`src/rtl/pv_tone_gen.sv`:
```
// pv_tone_gen: multi-channel square-wave tone generator with a shared prescaler,
// a small register file (periods, enable mask, control) and a summing mixer.
//
// Ports:
//   clk      - single clock, all state changes on posedge
//   nRESET   - synchronous active-low reset
//   ce       - sound clock enable; prescaler only advances when high
//   wr_en    - register write strobe (one cycle per write)
//   addr     - register address, shared by write and readback
//   wr_data  - register write data
//   rd_data  - registered readback of the register selected by addr
//   tone_o   - registered per-channel square output
//   tick_o   - one-cycle pulse following each prescaler wrap
//   audio    - registered mix: count of enabled high channels, MSB-aligned
//
// Register map: 0..NUM_CH-1 period P[i], NUM_CH enable mask,
// NUM_CH+1 control (bit0 global mute, bit1 phase sync, write-only strobe).
module pv_tone_gen #(
  parameter int unsigned NUM_CH   = 3,
  parameter int unsigned PER_W    = 6,
  parameter int unsigned PRESCALE = 512,
  parameter int unsigned OUT_W    = 8,
  localparam int unsigned SUM_W   = $clog2(NUM_CH + 1),
  localparam int unsigned ADDR_W  = $clog2(NUM_CH + 2)
) (
  input  logic              clk,
  input  logic              nRESET,
  input  logic              ce,
  input  logic              wr_en,
  input  logic [ADDR_W-1:0] addr,
  input  logic [7:0]        wr_data,
  output logic [7:0]        rd_data,
  output logic [NUM_CH-1:0] tone_o,
  output logic              tick_o,
  output logic [OUT_W-1:0]  audio
);

  localparam int unsigned PS_W = $clog2(PRESCALE);

  // Register file
  logic [PER_W-1:0]  r_per [NUM_CH];
  logic [NUM_CH-1:0] r_mask;
  logic              r_mute;

  // Timing and tone state
  logic [PS_W-1:0]   r_presc;
  logic [PER_W-1:0]  r_cnt [NUM_CH];
  logic [NUM_CH-1:0] r_tone;
  logic              r_tick;
  logic [OUT_W-1:0]  r_audio;
  logic [7:0]        r_rd;

  // Decode and datapath wires
  logic [NUM_CH-1:0] w_wr_per;
  logic              w_wr_mask;
  logic              w_wr_ctrl;
  logic              w_sync;
  logic              w_tick;
  logic [PER_W-1:0]  w_lim [NUM_CH];
  logic [NUM_CH-1:0] w_act;
  logic [SUM_W-1:0]  w_sum;
  logic [OUT_W-1:0]  w_mix;
  logic [7:0]        w_rd;
  logic              w_unused;

  // Write decode; phase sync is a strobe carried by a control write
  always_comb begin
    w_wr_per = '0;
    for (int unsigned i = 0; i < NUM_CH; i++) begin
      w_wr_per[i] = wr_en && (addr == ADDR_W'(i));
    end
    w_wr_mask = wr_en && (addr == ADDR_W'(NUM_CH));
    w_wr_ctrl = wr_en && (addr == ADDR_W'(NUM_CH + 1));
    w_sync    = w_wr_ctrl && wr_data[1];
  end

  // Prescaler terminal count
  assign w_tick = ce && (r_presc == PS_W'(PRESCALE - 1));

  // Half-period limit: all-ones minus P, which in PER_W bits is just ~P
  always_comb begin
    for (int unsigned i = 0; i < NUM_CH; i++) begin
      w_lim[i] = ~r_per[i];
    end
  end

  // Mixer: count enabled high channels and left-align into OUT_W
  always_comb begin
    w_act = r_tone & r_mask;
    w_sum = '0;
    for (int unsigned i = 0; i < NUM_CH; i++) begin
      w_sum = w_sum + SUM_W'(w_act[i]);
    end
    w_mix = OUT_W'(w_sum) << (OUT_W - SUM_W);
  end

  // Readback mux; unmapped addresses and unused bits read as zero
  always_comb begin
    w_rd = '0;
    for (int unsigned i = 0; i < NUM_CH; i++) begin
      if (addr == ADDR_W'(i)) begin
        w_rd = 8'(r_per[i]);
      end
    end
    if (addr == ADDR_W'(NUM_CH)) begin
      w_rd = 8'(r_mask);
    end
    if (addr == ADDR_W'(NUM_CH + 1)) begin
      w_rd = {7'b0, r_mute};
    end
  end

  // High write-data bits are not stored by any register
  assign w_unused = &{1'b0, wr_data};

  always_ff @(posedge clk) begin
    if (!nRESET) begin
      for (int unsigned i = 0; i < NUM_CH; i++) begin
        r_per[i] <= '1;
        r_cnt[i] <= '0;
      end
      r_mask  <= '1;
      r_mute  <= 1'b0;
      r_presc <= '0;
      r_tone  <= '0;
      r_tick  <= 1'b0;
      r_audio <= '0;
      r_rd    <= '0;
    end else begin
      // Register writes
      for (int unsigned i = 0; i < NUM_CH; i++) begin
        if (w_wr_per[i]) begin
          r_per[i] <= wr_data[PER_W-1:0];
        end
      end
      if (w_wr_mask) begin
        r_mask <= wr_data[NUM_CH-1:0];
      end
      if (w_wr_ctrl) begin
        r_mute <= wr_data[0];
      end

      // Prescaler; sync wins over a coincident wrap
      if (w_sync) begin
        r_presc <= '0;
      end else if (ce) begin
        r_presc <= w_tick ? '0 : r_presc + PS_W'(1);
      end
      r_tick <= w_tick && !w_sync;

      // Channel counters use the pre-write limit; >= lets a shortened
      // period toggle on the next tick instead of waiting for wrap-around
      for (int unsigned i = 0; i < NUM_CH; i++) begin
        if (w_sync || (w_lim[i] == '0)) begin
          r_cnt[i]  <= '0;
          r_tone[i] <= 1'b0;
        end else if (w_tick) begin
          if (r_cnt[i] >= (w_lim[i] - PER_W'(1))) begin
            r_cnt[i]  <= '0;
            r_tone[i] <= ~r_tone[i];
          end else begin
            r_cnt[i] <= r_cnt[i] + PER_W'(1);
          end
        end
      end

      // Mute gates only the output; counters keep running
      r_audio <= r_mute ? '0 : w_mix;
      r_rd    <= w_rd;
    end
  end

  assign rd_data = r_rd;
  assign tone_o  = r_tone;
  assign tick_o  = r_tick;
  assign audio   = r_audio;

endmodule

```
`config.mk`:
```
export PLATFORM = sky130hd
export DESIGN_NAME = pv_tone_gen
export DESIGN_NICKNAME = d
export VERILOG_FILES = /design/src/rtl/pv_tone_gen.sv
export SDC_FILE = /design/constraint.sdc
export NUM_CORES = 1
export LEC_CHECK = 0
export ABC_AREA = 1
export CELL_PAD_IN_SITES_DETAIL_PLACEMENT = 1
export CELL_PAD_IN_SITES_GLOBAL_PLACEMENT = 1
export CORE_UTILIZATION = 43
export DETAILED_ROUTE_END_ITERATION = 8
export GPL_ROUTABILITY_DRIVEN = 0
export GPL_TIMING_DRIVEN = 0
export HOLD_SLACK_MARGIN = 0.05
export PLACE_DENSITY = 0.89
export SLEW_MARGIN = 30
export SYNTH_ARGS = -nofsm -noshare
export SYNTH_HDL_FRONTEND = slang
export SYNTH_SLANG_ARGS = --single-unit
```
`constraint.sdc`:
```
create_clock -name clk -period 2.04 [get_ports clk]
set_input_delay 0.51 -clock clk [delete_from_list [all_inputs] [get_ports clk]]
set_output_delay 0.51 -clock clk [all_outputs]
set_load 0.02 [all_outputs]
```
==> results.md <==
STA:
- The share of the cycle needed by the critical path after routing is 1.07.
- At the pin with the least slew margin, the transition time is around 0.56 ns.
- The number of hold-slack violations in the final timing report is 0.
- Hold timing on the final database bottoms out at a slack of 0.544 ns.
- Subtracting the final worst setup slack from the clock period gives 2.18 ns.
- The worst max-slew margin expressed relative to the limit is 0.630.
- Setup repair after global routing could not meet its margin everywhere.
- Static timing analysis puts the maximum clock frequency at 458 MHz.
- Setup violations remaining at the end of the flow were counted as 29.
- The clock arrives with 0.0134 ns of skew.
- The number of slew-limit violations in the final report is 0.
- The worst setup margin is -0.144 ns.

Routing:
- The average via count per standard cell is 5.55.
- The total via count in the routed design is 3,190.
- The remaining routing DRC violations is 0.
- In this run the remaining antenna-violating nets after routing total 0.
- The first TritonRoute pass finished after 5 iterations.
- In the final routed layout, each cell accounts on average for ~21 microns.
- The total routed wirelength is 12,300 microns.
- The first-iteration detailed-routing DRC count is between 200 and 250.

Critical path:
- The critical path data required time is 2.15 ns.
- The nature of the critical path startpoint is a register.
- The data arrival time of the critical path is ~2.3 ns.
- The startpoint of the worst-slack reg-to-reg timing path is r_per[0][13].
- In this run the worst path has a maximum fanout of 6.
- In this run the critical register-to-register path is captured at r_cnt[2][4].
- Measured in cells, the most critical reg-to-reg path has a length of 10.
- The kind of end point of the critical path is a register.
- In this run the register-to-register setup slack is -0.14 ns.
- By startpoint and endpoint, the worst setup path is classified as register to register.

Clock network:
- The later pin in the worst-skew pair is clocked with a latency of 0.36 ns.
- The total number of clock tree sinks is 61.
- The cell at the root of the clock tree is sky130_fd_sc_hd__clkbuf_8.
- After clock tree synthesis, the clock-pin slew on the worst setup and hold paths is 0.08 ns.
- The H-tree was split into 3 levels.
- Counting the buffers created by CTS gives 9.
- The number of buffers on the longest clock path is 2.
- TritonCTS built the clock tree.

Logic synthesis:
- The share of the Yosys chip area taken by registers is 0.459.
- Counting distinct cell types in the post-synthesis netlist gives 30.
- In this run, synthesis inferred 36 flip-flops with an integrated enable.
- The synthesized design contains 61 register bits.
- After synthesis the cells add up to 0.00345 sq mm.
- The number of synthesis warnings is 0.
- Among all flip-flop cells after synthesis, the most frequent one is sky130_fd_sc_hd__edfxtp_1.
- The share of synthesized registers carrying an async set or reset is 0.
- The synthesized area divided by synthesized cell count is 8.79 sq um.
- The gate count of the mapped netlist is ~390.

Floorplan:
- The die is 91.5 microns wide.
- The core area is between 0.007 and 0.008 sq mm.
- From bottom edge to top edge, the die measures ~92 microns.
- For this configuration, the core starts out at a cell density of 0.446.
- The number of core rows is 32.
- The floorplan step defined a die boundary enclosing ~0.0084 sq mm.
- The number of ports placed on the die boundary is 35.

Final layout:
- The count of nets after finishing is 513.
- The filler cells instantiated in the layout total 860.
- The antenna diode count is 0.
- Of the cells placed in the final design, the portion with a size suffix greater than 1 is 0.275.
- The top cell types in the final layout, fill and taps aside, are sky130_fd_sc_hd__nand2_1 (78), sky130_fd_sc_hd__inv_1 (52), sky130_fd_sc_hd__buf_4 (40).
- The library cell used most frequently in the layout, excluding fill and tap cells, is sky130_fd_sc_hd__nand2_1.
- The growth of design area from synthesis to finish is 36.6%.

GRT:
- The first global-routing pass estimated 15,800 microns of wire.
- In the global route stage, overall resource usage came out at 0.250.
- The number of antenna violations at the first check in global routing came to 0.
- Entering global routing, the biggest net connects 12 pins.
- Global routing finished with a remaining overflow of 0.
- The number of global-route vias before repair was 3,199.

Job:
- Across the run, the number of max-cap violations was 0.

Hold path:
- In this run the most critical hold path is launched from tone_o[2].
- Counting instances, the worst hold path has a depth of 2.
- The type of the tightest min-delay check is register to register.
- The end point of the worst hold path is tone_o[2].

Power:
- The power per cell area is 702 mW/mm^2.
- The analysis attributes to cell leakage a power of 1.98 nW.
- The peak supply drop is 0.322 mV.

Outcome:
- The checks that failed: negative setup slack.
- The run finished, with violations left.

Placement:
- The number of buffer cells added on primary ports is 24.
- OpenSTA, run right after detailed placement, puts the worst setup slack at -0.528 ns.
- The post-detailed-placement half-perimeter wirelength is 6430 microns.
==> critical path, cell delays in order, from the launching register on <==
cell                       delay, ns
sky130_fd_sc_hd__edfxtp_1       0.51
sky130_fd_sc_hd__nand3_2        0.18
sky130_fd_sc_hd__nor2_4         0.17
sky130_fd_sc_hd__xor2_2         0.08
sky130_fd_sc_hd__ha_1           0.32
sky130_fd_sc_hd__nand2_2        0.07
sky130_fd_sc_hd__nor2_2         0.15
sky130_fd_sc_hd__nand2_2        0.08
sky130_fd_sc_hd__and3_4         0.19
sky130_fd_sc_hd__nand2_8        0.13
sky130_fd_sc_hd__nor2_4         0.04
==> sequential cells by signal, summed over array words and instances (netlist names) <==
name,flops
rd_data,6
r_cnt,18
tone_o,3
r_mute,1
r_mask,3
r_presc,9
r_per,18
audio,2
tick_o,1
==> routing by layer <==
| metal | share of wire | routed length (microns) | vias to the layer above | track usage |
|---|---|---|---|---|
| met4 | 0.038 | 469 | 0 | 0.102 |
| li1 | - | - | 1424 | - |
| met2 | 0.53 | 6500 | 153 | 0.451 |
| met1 | 0.37 | 4570 | 1557 | 0.287 |
| met3 | 0.061 | 752 | 56 | 0.0477 |
| met5 | 0 | 0 | - | 0 |
==> metrics by stage <==
stage	util	area, sq um	instances	power [mW]	setup TNS, ns
after floorplan	-	3470	399	1.75	0
after global placement	0.497	3840	525	1.87	-16.16
after detailed placement	0.497	3840	525	1.91	-21.20
after CTS	0.545	4210	554	3.11	-0.000192
after global routing	0.609	4710	575	3.41	-4.52
final	0.609	4710	575	3.31	-1.44
==> power by group <==
| group | internal, mW | switching (mW) |
|---|---|---|
| sequential | 1.37 | 0.0812 |
| combinational | 0.257 | 0.398 |
| clock | 0.661 | 0.537 |
| total | 2.29 | 1.02 |
==> what timing repair did <==
item,in CTS,in global routing
hold buffers,0,0
pin swaps,4,28
endpoints found under the setup margin,46,63
gates cloned,0,0
resized for setup,14,71
setup buffers,13,21
==> cells by family (layout without fill, tap and decap cells) <==
group,count (synthesis),in the layout,synth area share
simple gates,181,181,0.237
buf+inv,63,137,0.0784
flops,61,61,0.459
fa+ha+maj,30,30,0.111
compound gates,30,30,0.0472
xor+xnor,26,26,0.0661
other cells,1,8,0.00109
==> synth_stat cells (8+ instances only) <==
library cell	number	area share
sky130_fd_sc_hd__a21oi_1	16	0.023
sky130_fd_sc_hd__buf_4	8	0.017
sky130_fd_sc_hd__dfxtp_1	25	0.15
sky130_fd_sc_hd__edfxtp_1	36	0.31
sky130_fd_sc_hd__ha_1	29	0.11
sky130_fd_sc_hd__inv_1	52	0.057
sky130_fd_sc_hd__nand2_1	88	0.096
sky130_fd_sc_hd__nand3_1	23	0.033
sky130_fd_sc_hd__nor2_1	33	0.036
sky130_fd_sc_hd__nor3_1	14	0.020
sky130_fd_sc_hd__o21ai_0	9	0.013
sky130_fd_sc_hd__xnor2_1	13	0.033
sky130_fd_sc_hd__xor2_1	13	0.033
==> worst max-delay path by stage <==
stage,start,endpoint,cells past startpoint
floorplan,r_per[0][6],r_cnt[1][2],9
global placement,addr[2],r_per[0][16],4
detailed placement,addr[2],r_per[0][16],4
CTS,addr[1],r_per[0][4],5
global route,r_per[0][7],r_cnt[1][5],9
finish,r_per[0][13],r_cnt[2][4],10
==> area by class of cell <==
cell class,count,area [sq um],share of cell area
clock buffers,14,206,0.0439
inverters,54,213,0.0452
well taps,102,128,0.0271
clock inverters,2,10.0,0.00213
multi-input cells,275,2000,0.425
plain buffers,9,63.8,0.0136
repair buffers,58,503,0.107
flip-flops and latches,61,1580,0.337
Power figures use the tool's default switching activity.
